File: config.mk
export PLATFORM = sky130hd
export DESIGN_NAME = mem_bus_arbiter
export DESIGN_NICKNAME = d
export VERILOG_FILES = /design/src/rtl/mem_bus_arbiter.sv
export SDC_FILE = /design/constraint.sdc
export NUM_CORES = 1
export LEC_CHECK = 0
export BUFFER_PORTS_ARGS = -buffer_cell sky130_fd_sc_hd__buf_2
export CORE_ASPECT_RATIO = 1.75
export CORE_MARGIN = 2
export CORE_UTILIZATION = 46
export DETAILED_ROUTE_END_ITERATION = 7
export PLACE_DENSITY_LB_ADDON = 0.3
export SLEW_MARGIN = 20
export SYNTH_ARGS = -nofsm -noshare
export SYNTH_HDL_FRONTEND = slang
export SYNTH_SLANG_ARGS = --single-unit
File: constraint.sdc
create_clock -name clk -period 1.89 [get_ports clk]
set_input_delay 0.189 -clock clk [delete_from_list [all_inputs] [get_ports clk]]
set_output_delay 0.189 -clock clk [all_outputs]
set_load 0.02 [all_outputs]
File: src/rtl/mem_bus_arbiter.sv
// Arbitrates a fetch port and a load/store port onto one shared single-outstanding memory port.
// Optional feature macro: ARB_STARVATION_GUARD_EN bounds how long data traffic may starve fetches.
module mem_bus_arbiter #(
  parameter int unsigned STARVATION_LIMIT = 4
) (
  input  logic        clk,
  input  logic        rst_n,
  input  logic        instr_req_i,
  input  logic        instr_flush_i,
  input  logic [31:0] instr_addr_i,
  output logic        instr_rsp_o,
  output logic [31:0] instr_data_o,
  input  logic        data_rd_i,
  input  logic        data_wr_i,
  input  logic [31:0] data_addr_i,
  input  logic [31:0] data_wdata_i,
  input  logic [3:0]  data_wstrb_i,
  output logic        data_rsp_o,
  output logic [31:0] data_rdata_o,
  output logic        mem_req_o,
  output logic        mem_we_o,
  output logic [31:0] mem_addr_o,
  output logic [31:0] mem_wdata_o,
  output logic [3:0]  mem_wstrb_o,
  input  logic        mem_ack_i,
  input  logic [31:0] mem_rdata_i
);
  localparam int unsigned AW      = 32;
  localparam int unsigned DW      = 32;
  localparam int unsigned SW      = 4;
  localparam int unsigned CW      = 4;
  localparam int unsigned CNT_MAX = 15;

  typedef enum logic [1:0] {
    IDLE    = 2'd0,
    INSTR   = 2'd1,
    DATA    = 2'd2,
    DISCARD = 2'd3
  } state_e;

  state_e        state_q, state_d;
  logic          mem_req_q, mem_req_d;
  logic          mem_we_q, mem_we_d;
  logic [AW-1:0] mem_addr_q, mem_addr_d;
  logic [DW-1:0] mem_wdata_q, mem_wdata_d;
  logic [SW-1:0] mem_wstrb_q, mem_wstrb_d;
  logic          instr_rsp_q, instr_rsp_d;
  logic [DW-1:0] instr_data_q, instr_data_d;
  logic          data_rsp_q, data_rsp_d;
  logic [DW-1:0] data_rdata_q, data_rdata_d;

  logic [CW-1:0] starve_cnt;
  logic          starve_c;
  logic          grant_data_c;
  logic          grant_instr_c;

  // Data has priority unless a waiting fetch has been passed over too often.
  assign starve_c      = instr_req_i && (starve_cnt >= CW'(STARVATION_LIMIT));
  assign grant_data_c  = (state_q == IDLE) && (data_rd_i || data_wr_i) && !starve_c;
  assign grant_instr_c = (state_q == IDLE) && instr_req_i && !grant_data_c;

`ifdef ARB_STARVATION_GUARD_EN
  logic [CW-1:0] starve_cnt_q, starve_cnt_d;

  always_comb begin
    starve_cnt_d = starve_cnt_q;
    if (grant_instr_c) begin
      starve_cnt_d = '0;
    end else if (grant_data_c && instr_req_i && (starve_cnt_q != CW'(CNT_MAX))) begin
      starve_cnt_d = starve_cnt_q + CW'(1);
    end
  end

  assign starve_cnt = starve_cnt_q;
`else
  assign starve_cnt = '0;
`endif

  always_comb begin
    state_d      = state_q;
    mem_req_d    = mem_req_q;
    mem_we_d     = mem_we_q;
    mem_addr_d   = mem_addr_q;
    mem_wdata_d  = mem_wdata_q;
    mem_wstrb_d  = mem_wstrb_q;
    instr_rsp_d  = 1'b0;
    instr_data_d = instr_data_q;
    data_rsp_d   = 1'b0;
    data_rdata_d = data_rdata_q;

    case (state_q)
      IDLE: begin
        if (grant_data_c) begin
          state_d     = DATA;
          mem_req_d   = 1'b1;
          mem_we_d    = data_wr_i;
          mem_addr_d  = data_addr_i;
          mem_wdata_d = data_wdata_i;
          mem_wstrb_d = data_wstrb_i;
        end else if (grant_instr_c) begin
          state_d     = INSTR;
          mem_req_d   = 1'b1;
          mem_we_d    = 1'b0;
          mem_addr_d  = instr_addr_i;
          mem_wstrb_d = '0;
        end
      end
      INSTR: begin
        if (mem_ack_i) begin
          state_d   = IDLE;
          mem_req_d = 1'b0;
          if (!instr_flush_i) begin
            instr_rsp_d  = 1'b1;
            instr_data_d = mem_rdata_i;
          end
        end else if (instr_flush_i) begin
          state_d = DISCARD;
        end
      end
      DATA: begin
        if (mem_ack_i) begin
          state_d    = IDLE;
          mem_req_d  = 1'b0;
          data_rsp_d = 1'b1;
          if (!mem_we_q) begin
            data_rdata_d = mem_rdata_i;
          end
        end
      end
      DISCARD: begin
        // The memory still owes an ack; absorb it without answering the fetch.
        if (mem_ack_i) begin
          state_d   = IDLE;
          mem_req_d = 1'b0;
        end
      end
      default: state_d = IDLE;
    endcase
  end

  always_ff @(posedge clk or negedge rst_n) begin
    if (!rst_n) begin
      state_q      <= IDLE;
      mem_req_q    <= 1'b0;
      mem_we_q     <= 1'b0;
      mem_addr_q   <= '0;
      mem_wdata_q  <= '0;
      mem_wstrb_q  <= '0;
      instr_rsp_q  <= 1'b0;
      instr_data_q <= '0;
      data_rsp_q   <= 1'b0;
      data_rdata_q <= '0;
`ifdef ARB_STARVATION_GUARD_EN
      starve_cnt_q <= '0;
`endif
    end else begin
      state_q      <= state_d;
      mem_req_q    <= mem_req_d;
      mem_we_q     <= mem_we_d;
      mem_addr_q   <= mem_addr_d;
      mem_wdata_q  <= mem_wdata_d;
      mem_wstrb_q  <= mem_wstrb_d;
      instr_rsp_q  <= instr_rsp_d;
      instr_data_q <= instr_data_d;
      data_rsp_q   <= data_rsp_d;
      data_rdata_q <= data_rdata_d;
`ifdef ARB_STARVATION_GUARD_EN
      starve_cnt_q <= starve_cnt_d;
`endif
    end
  end

  assign mem_req_o    = mem_req_q;
  assign mem_we_o     = mem_we_q;
  assign mem_addr_o   = mem_addr_q;
  assign mem_wdata_o  = mem_wdata_q;
  assign mem_wstrb_o  = mem_wstrb_q;
  assign instr_rsp_o  = instr_rsp_q;
  assign instr_data_o = instr_data_q;
  assign data_rsp_o   = data_rsp_q;
  assign data_rdata_o = data_rdata_q;

endmodule

# Word level (Yosys, flattened, before mapping)
# Cells that the tools add are included.
# classes
eq_ne	7
muxes	21
n_bitwise	2
reduce_logical	15
# ops
operator	count
32-bit 2-to-1 mux	2
1-bit 2-to-1 mux	10
2-bit 2-to-1 mux	5
3-bit AND reduction	3
4-bit 2-to-1 mux	2
3-bit inequality test, second input constant	2
2-bit one-hot mux with 3 select lines	1
2-bit AND reduction	3
2-bit equality test, second input constant	2
2-bit by 1-bit inequality test with 1-bit output, second input constant	2
1-bit logical AND	3
3-bit OR reduction	1
2-bit by 1-bit equality test with 1-bit output, second input constant	1
2-bit zero test	1
1-bit NOT	2
1-bit one-hot mux with 2 select lines	1
2-bit nonzero test	1
2-bit OR reduction	1
1-bit zero test	1
1-bit logical OR	1
# word_totals
register_bits	138
wordCells	55

# Longest topological paths before layout
# depth
ltp_word	7
ltp_mapped	5
depth_no_buf	3

# Least setup slack after synthesis
# No wires, ideal clock.
# synth_timing
kind	flip-flop to flip-flop
from	reg state_q[1]
to	reg mem_wdata_q[10], in the netlist mem_wdata_o[10]
t_arrival_ns	1.451
required_ns	1.765
slack_ns	0.315
stages_incl_launch_ff	6
n_path_buf	2
synth_period_minus_slack_ns	1.575
cell_sequence	dfrtp_1 > or2_0 > buf_4 > nor2_8 > buf_6 > mux2_2
# synth_via
elab_chain_cells	3
# synth_rtl
element	line	text
from (decl)	41	state_e state_q, state_d;
from (signal assigned)	157	state_q <= state_d;
2-bit zero test *	59, 91	
1-bit logical AND	59	assign grant_data_c = (state_q == IDLE) && (data_rd_i || data_wr_i) && !starve_c;
2-bit AND reduction (no source line) *	--	
to (signal assigned)	161	mem_wdata_q <= mem_wdata_d;
to (decl)	45	logic [DW-1:0] mem_wdata_q, mem_wdata_d;
# Every way passes the cells marked *; elsewhere a longest branch is shown, timed or not.
# A chain may end at the register's enable or synchronous reset.

# Worst setup path after layout
# layout_timing
from	reg state_q[1]
to	reg mem_wdata_q[27], in the netlist mem_wdata_o[27]
# Same word-level chain as after synthesis.

==> metrics.txt <==
outcome finished clean; cell type with the highest aggregate area in the netlist sky130_fd_sc_hd__dfrtp_1; GPL Wtd Cong 0.9024; H-tree levels 4; fraction of the mapped netlist area in compound gates 0.1457; arrival time of the worst setup path roughly 1900 ps; number of violations reported at the end of detailed-routing iteration 0 112; kind of path behind the tightest hold check in -> reg; Worst R2R Path Depth 4; setup violation total in the final timing report 0; clock skew after layout roughly 5.1 ps; Post-DP Area ~7200 µm²; relative max-transition margin 0.6960; total of max-cap violations 0; number of input and output port buffers inserted 274; Root Buffer sky130_fd_sc_hd__clkbuf_16; Mean Syn Cell Area 14.73 µm²; Slowest Stage Delay on Critical Path ~370 ps; Cells on Worst Hold Path 2; synth warn 0; proportion of layout cells with a drive suffix above 1 0.6105; syn_nets between 500 and 600; Post-CTS Setup Inserts 0; proportion of register bits with asynchronous set or reset after synthesis 1.000; clock tree from TritonCTS built; Die Footprint approximately 13,000 µm²; reg2reg start state_q[1]; final-layout setup total negative slack 0 ps; post-cts repair resize count 0; Clock Sinks around 140; number of flops mapped to enable cells by yosys 0; XOR/XNOR share of the synthesized area 0; height of the die roughly 150 µm; worst vdd ir approximately 0.00095 V; commonest register cell after synthesis sky130_fd_sc_hd__dfrtp_1; final critical path time including I/O delays and setup around 1600 ps; biggest area contributors in the synthesized netlist sky130_fd_sc_hd__dfrtp_1 61%, sky130_fd_sc_hd__mux2_2 18%, sky130_fd_sc_hd__o2bb2ai_1 5.0%; Starting Density 0.4688; detail-routed net length per standard cell 17.29 µm; via count of the first global-routing pass between 4,000 and 5,000; unrepaired setup endpoints after global routing no; post-synth top area share 0.6137; non-filler cells, final 849; overflow left after global routing 0; Power per Cell Area around 1700 nW/µm²; wirelength, routed 14,680 µm; share of synthesized area spent on multiplexers 0.1921; register cell area after layout around 3500 µm²; Cell Rows 53; initial antenna violation count 1; Unique masters post-synth 25; total half-perimeter wirelength after legalization and detailed placement 11,010 µm; crit path launch type register; Hold Crit Start data_wdata_i[25]; Bufs and invs on worst path 1; Core Region around 12,000 µm²; reg2reg end mem_wdata_o[27]; Register-to-Register Setup Slack 250 ps; total routing usage reported by global routing 0.2267; total count of hold-check failures in the final report 0; most used standard cells in the synthesized netlist 138 x sky130_fd_sc_hd__dfrtp_1, 90 x sky130_fd_sc_hd__mux2_2, 32 x sky130_fd_sc_hd__a31oi_1, 32 x sky130_fd_sc_hd__o21a_1, 32 x sky130_fd_sc_hd__o2bb2ai_1; Worst Path Max Fanout 27; number of cells after detailed placement around 800; Hold WS 18.27 ps; P_leak 3.856 nW; top-level I/O count 275; clock transition at the registers of the reported paths around 60 ps; total via count in the routed design ~4,400; worst endpoint required time between 2000 and 2500 ps; final period utilization 0.8673; f_max a little over 600 MHz; destination of the worst hold path mem_wdata_o[25]; slowest stage cell on the critical path sky130_fd_sc_hd__dfrtp_1; family of cells with the greatest summed delay on the critical path simple AND/OR/NAND/NOR gates; average vias per placed instance around 5.2; pin count of the biggest net entering global routing 49; number of buffers added to fix hold violations after cts 7; post-synthesis sequential area ratio 0.6137; first drt pass iteration count 4; width of the die around 88 µm; summed instance area of the synthesized netlist about 5600 µm²; transition time of the tightest slew-check pin roughly 460 ps; Final Max Tran Viols 0; crit end category register; worst-case clock buffer depth 2; total area of multi-input combinational cells between 1500 and 2000 µm²; global-route wire length before repair approximately 23,000 µm; Total Nets Final between 800 and 900; clock insertion delay at the later pin of the skew report about 400 ps; dominant combinational cell family by area after synthesis multiplexers; total clock buffers created by CTS 17; Post-DRT Antenna Nets 0; ordered list of cells on the worst path or2_1, nor2_8, buf_12, mux2_2; adder-cell share of the synthesized area 0; layout overhead on the synthesized area 39.63%; post-route cell area between 7000 and 8000 µm²; Fillers slightly above 900; simple-gate area share of the yosys netlist 0.01468; remaining design rule violation count 0; gate count after technology mapping 382; library cell with the highest instance count after synthesis sky130_fd_sc_hd__dfrtp_1; total of flip-flops plus latches after synthesis about 140; Crit Path Class reg -> reg
per-layer routing:
| layer | wire length (µm) | GRT usage | vias up | part of all wire |
|---|---|---|---|---|
| met5 | 0 | 0 | - | 0 |
| met4 | 478 | 0.1062 | 0 | 0.033 |
| met3 | 824 | 0.05866 | 38 | 0.056 |
| met2 | 8013 | 0.4008 | 183 | 0.55 |
| met1 | 5358 | 0.2480 | 2182 | 0.37 |
| li1 | - | - | 2011 | - |
final cells by class:
cell class              count  area share
multi-input cells         211      0.2532
well taps                 165     0.02628
clock inverters            11     0.01274
clock buffers              20     0.05686
flip-flops and latches    138      0.4396
inverters                   2   0.0009556
repair buffers            301      0.2101
diodes                      1   0.0003185
sequential cells by signal (all words and copies together) (netlist names):
register and cells:
instr_rsp_o 1, state_q 2, data_rdata_o 32, mem_wdata_o 32, mem_we_o 1, mem_wstrb_o 4, data_rsp_o 1, instr_data_o 32
mem_req_o 1, mem_addr_o 32
power breakdown:
group,leakage [nW],total [W],switching [W],internal [W]
registers,1.69,0.00502,0.000703,0.00432
logic,1.90,0.00561,0.00332,0.00229
clock network,0.266,0.00303,0.00120,0.00183
through the flow:
step                setup WS (ps)    util  total power (W)
global placement            306.8  0.6021          0.01054
global route                194.8  0.6545          0.01440
CTS                         250.3  0.6535          0.01380
finish                      250.8  0.6545          0.01367
floorplan                   314.6       -         0.008557
detailed placement          266.5  0.6021          0.01071
worst max-delay path by stage:
stage	endpoint	cells after the start	slack, ps	start
after floorplan	mem_wdata_o[10]	5	310	state_q[1]
after global placement	mem_wdata_o[30]	4	310	state_q[1]
after detailed placement	mem_wdata_o[4]	4	270	state_q[1]
after CTS	mem_wdata_o[27]	4	250	state_q[1]
after global routing	mem_wdata_o[27]	4	190	state_q[1]
final	mem_wdata_o[27]	4	250	state_q[1]
logic make-up after synthesis:
logic type	after synthesis
compound gates	107
mux	96
buf+inv	33
simple gates	8
flops	138
layout by cell type, fill, tap and decap left out, types with 2 or more instances in the layout:
cell	synthesis	layout
sky130_fd_sc_hd__a22o_1	5	5
sky130_fd_sc_hd__a31oi_1	32	32
sky130_fd_sc_hd__buf_12	0	4
sky130_fd_sc_hd__buf_2	5	273
sky130_fd_sc_hd__buf_4	4	15
sky130_fd_sc_hd__clkbuf_1	16	2
sky130_fd_sc_hd__clkbuf_16	0	17
sky130_fd_sc_hd__clkinv_2	0	4
sky130_fd_sc_hd__clkinv_4	0	4
sky130_fd_sc_hd__clkinvlp_4	0	2
sky130_fd_sc_hd__dfrtp_1	138	138
sky130_fd_sc_hd__dlygate4sd3_1	0	8
sky130_fd_sc_hd__inv_1	2	2
sky130_fd_sc_hd__mux2_1	6	6
sky130_fd_sc_hd__mux2_2	90	90
sky130_fd_sc_hd__nor2_1	2	2
sky130_fd_sc_hd__o21a_1	32	32
sky130_fd_sc_hd__o2bb2ai_1	32	32
No activity file was read; power rests on OpenSTA's default activity.
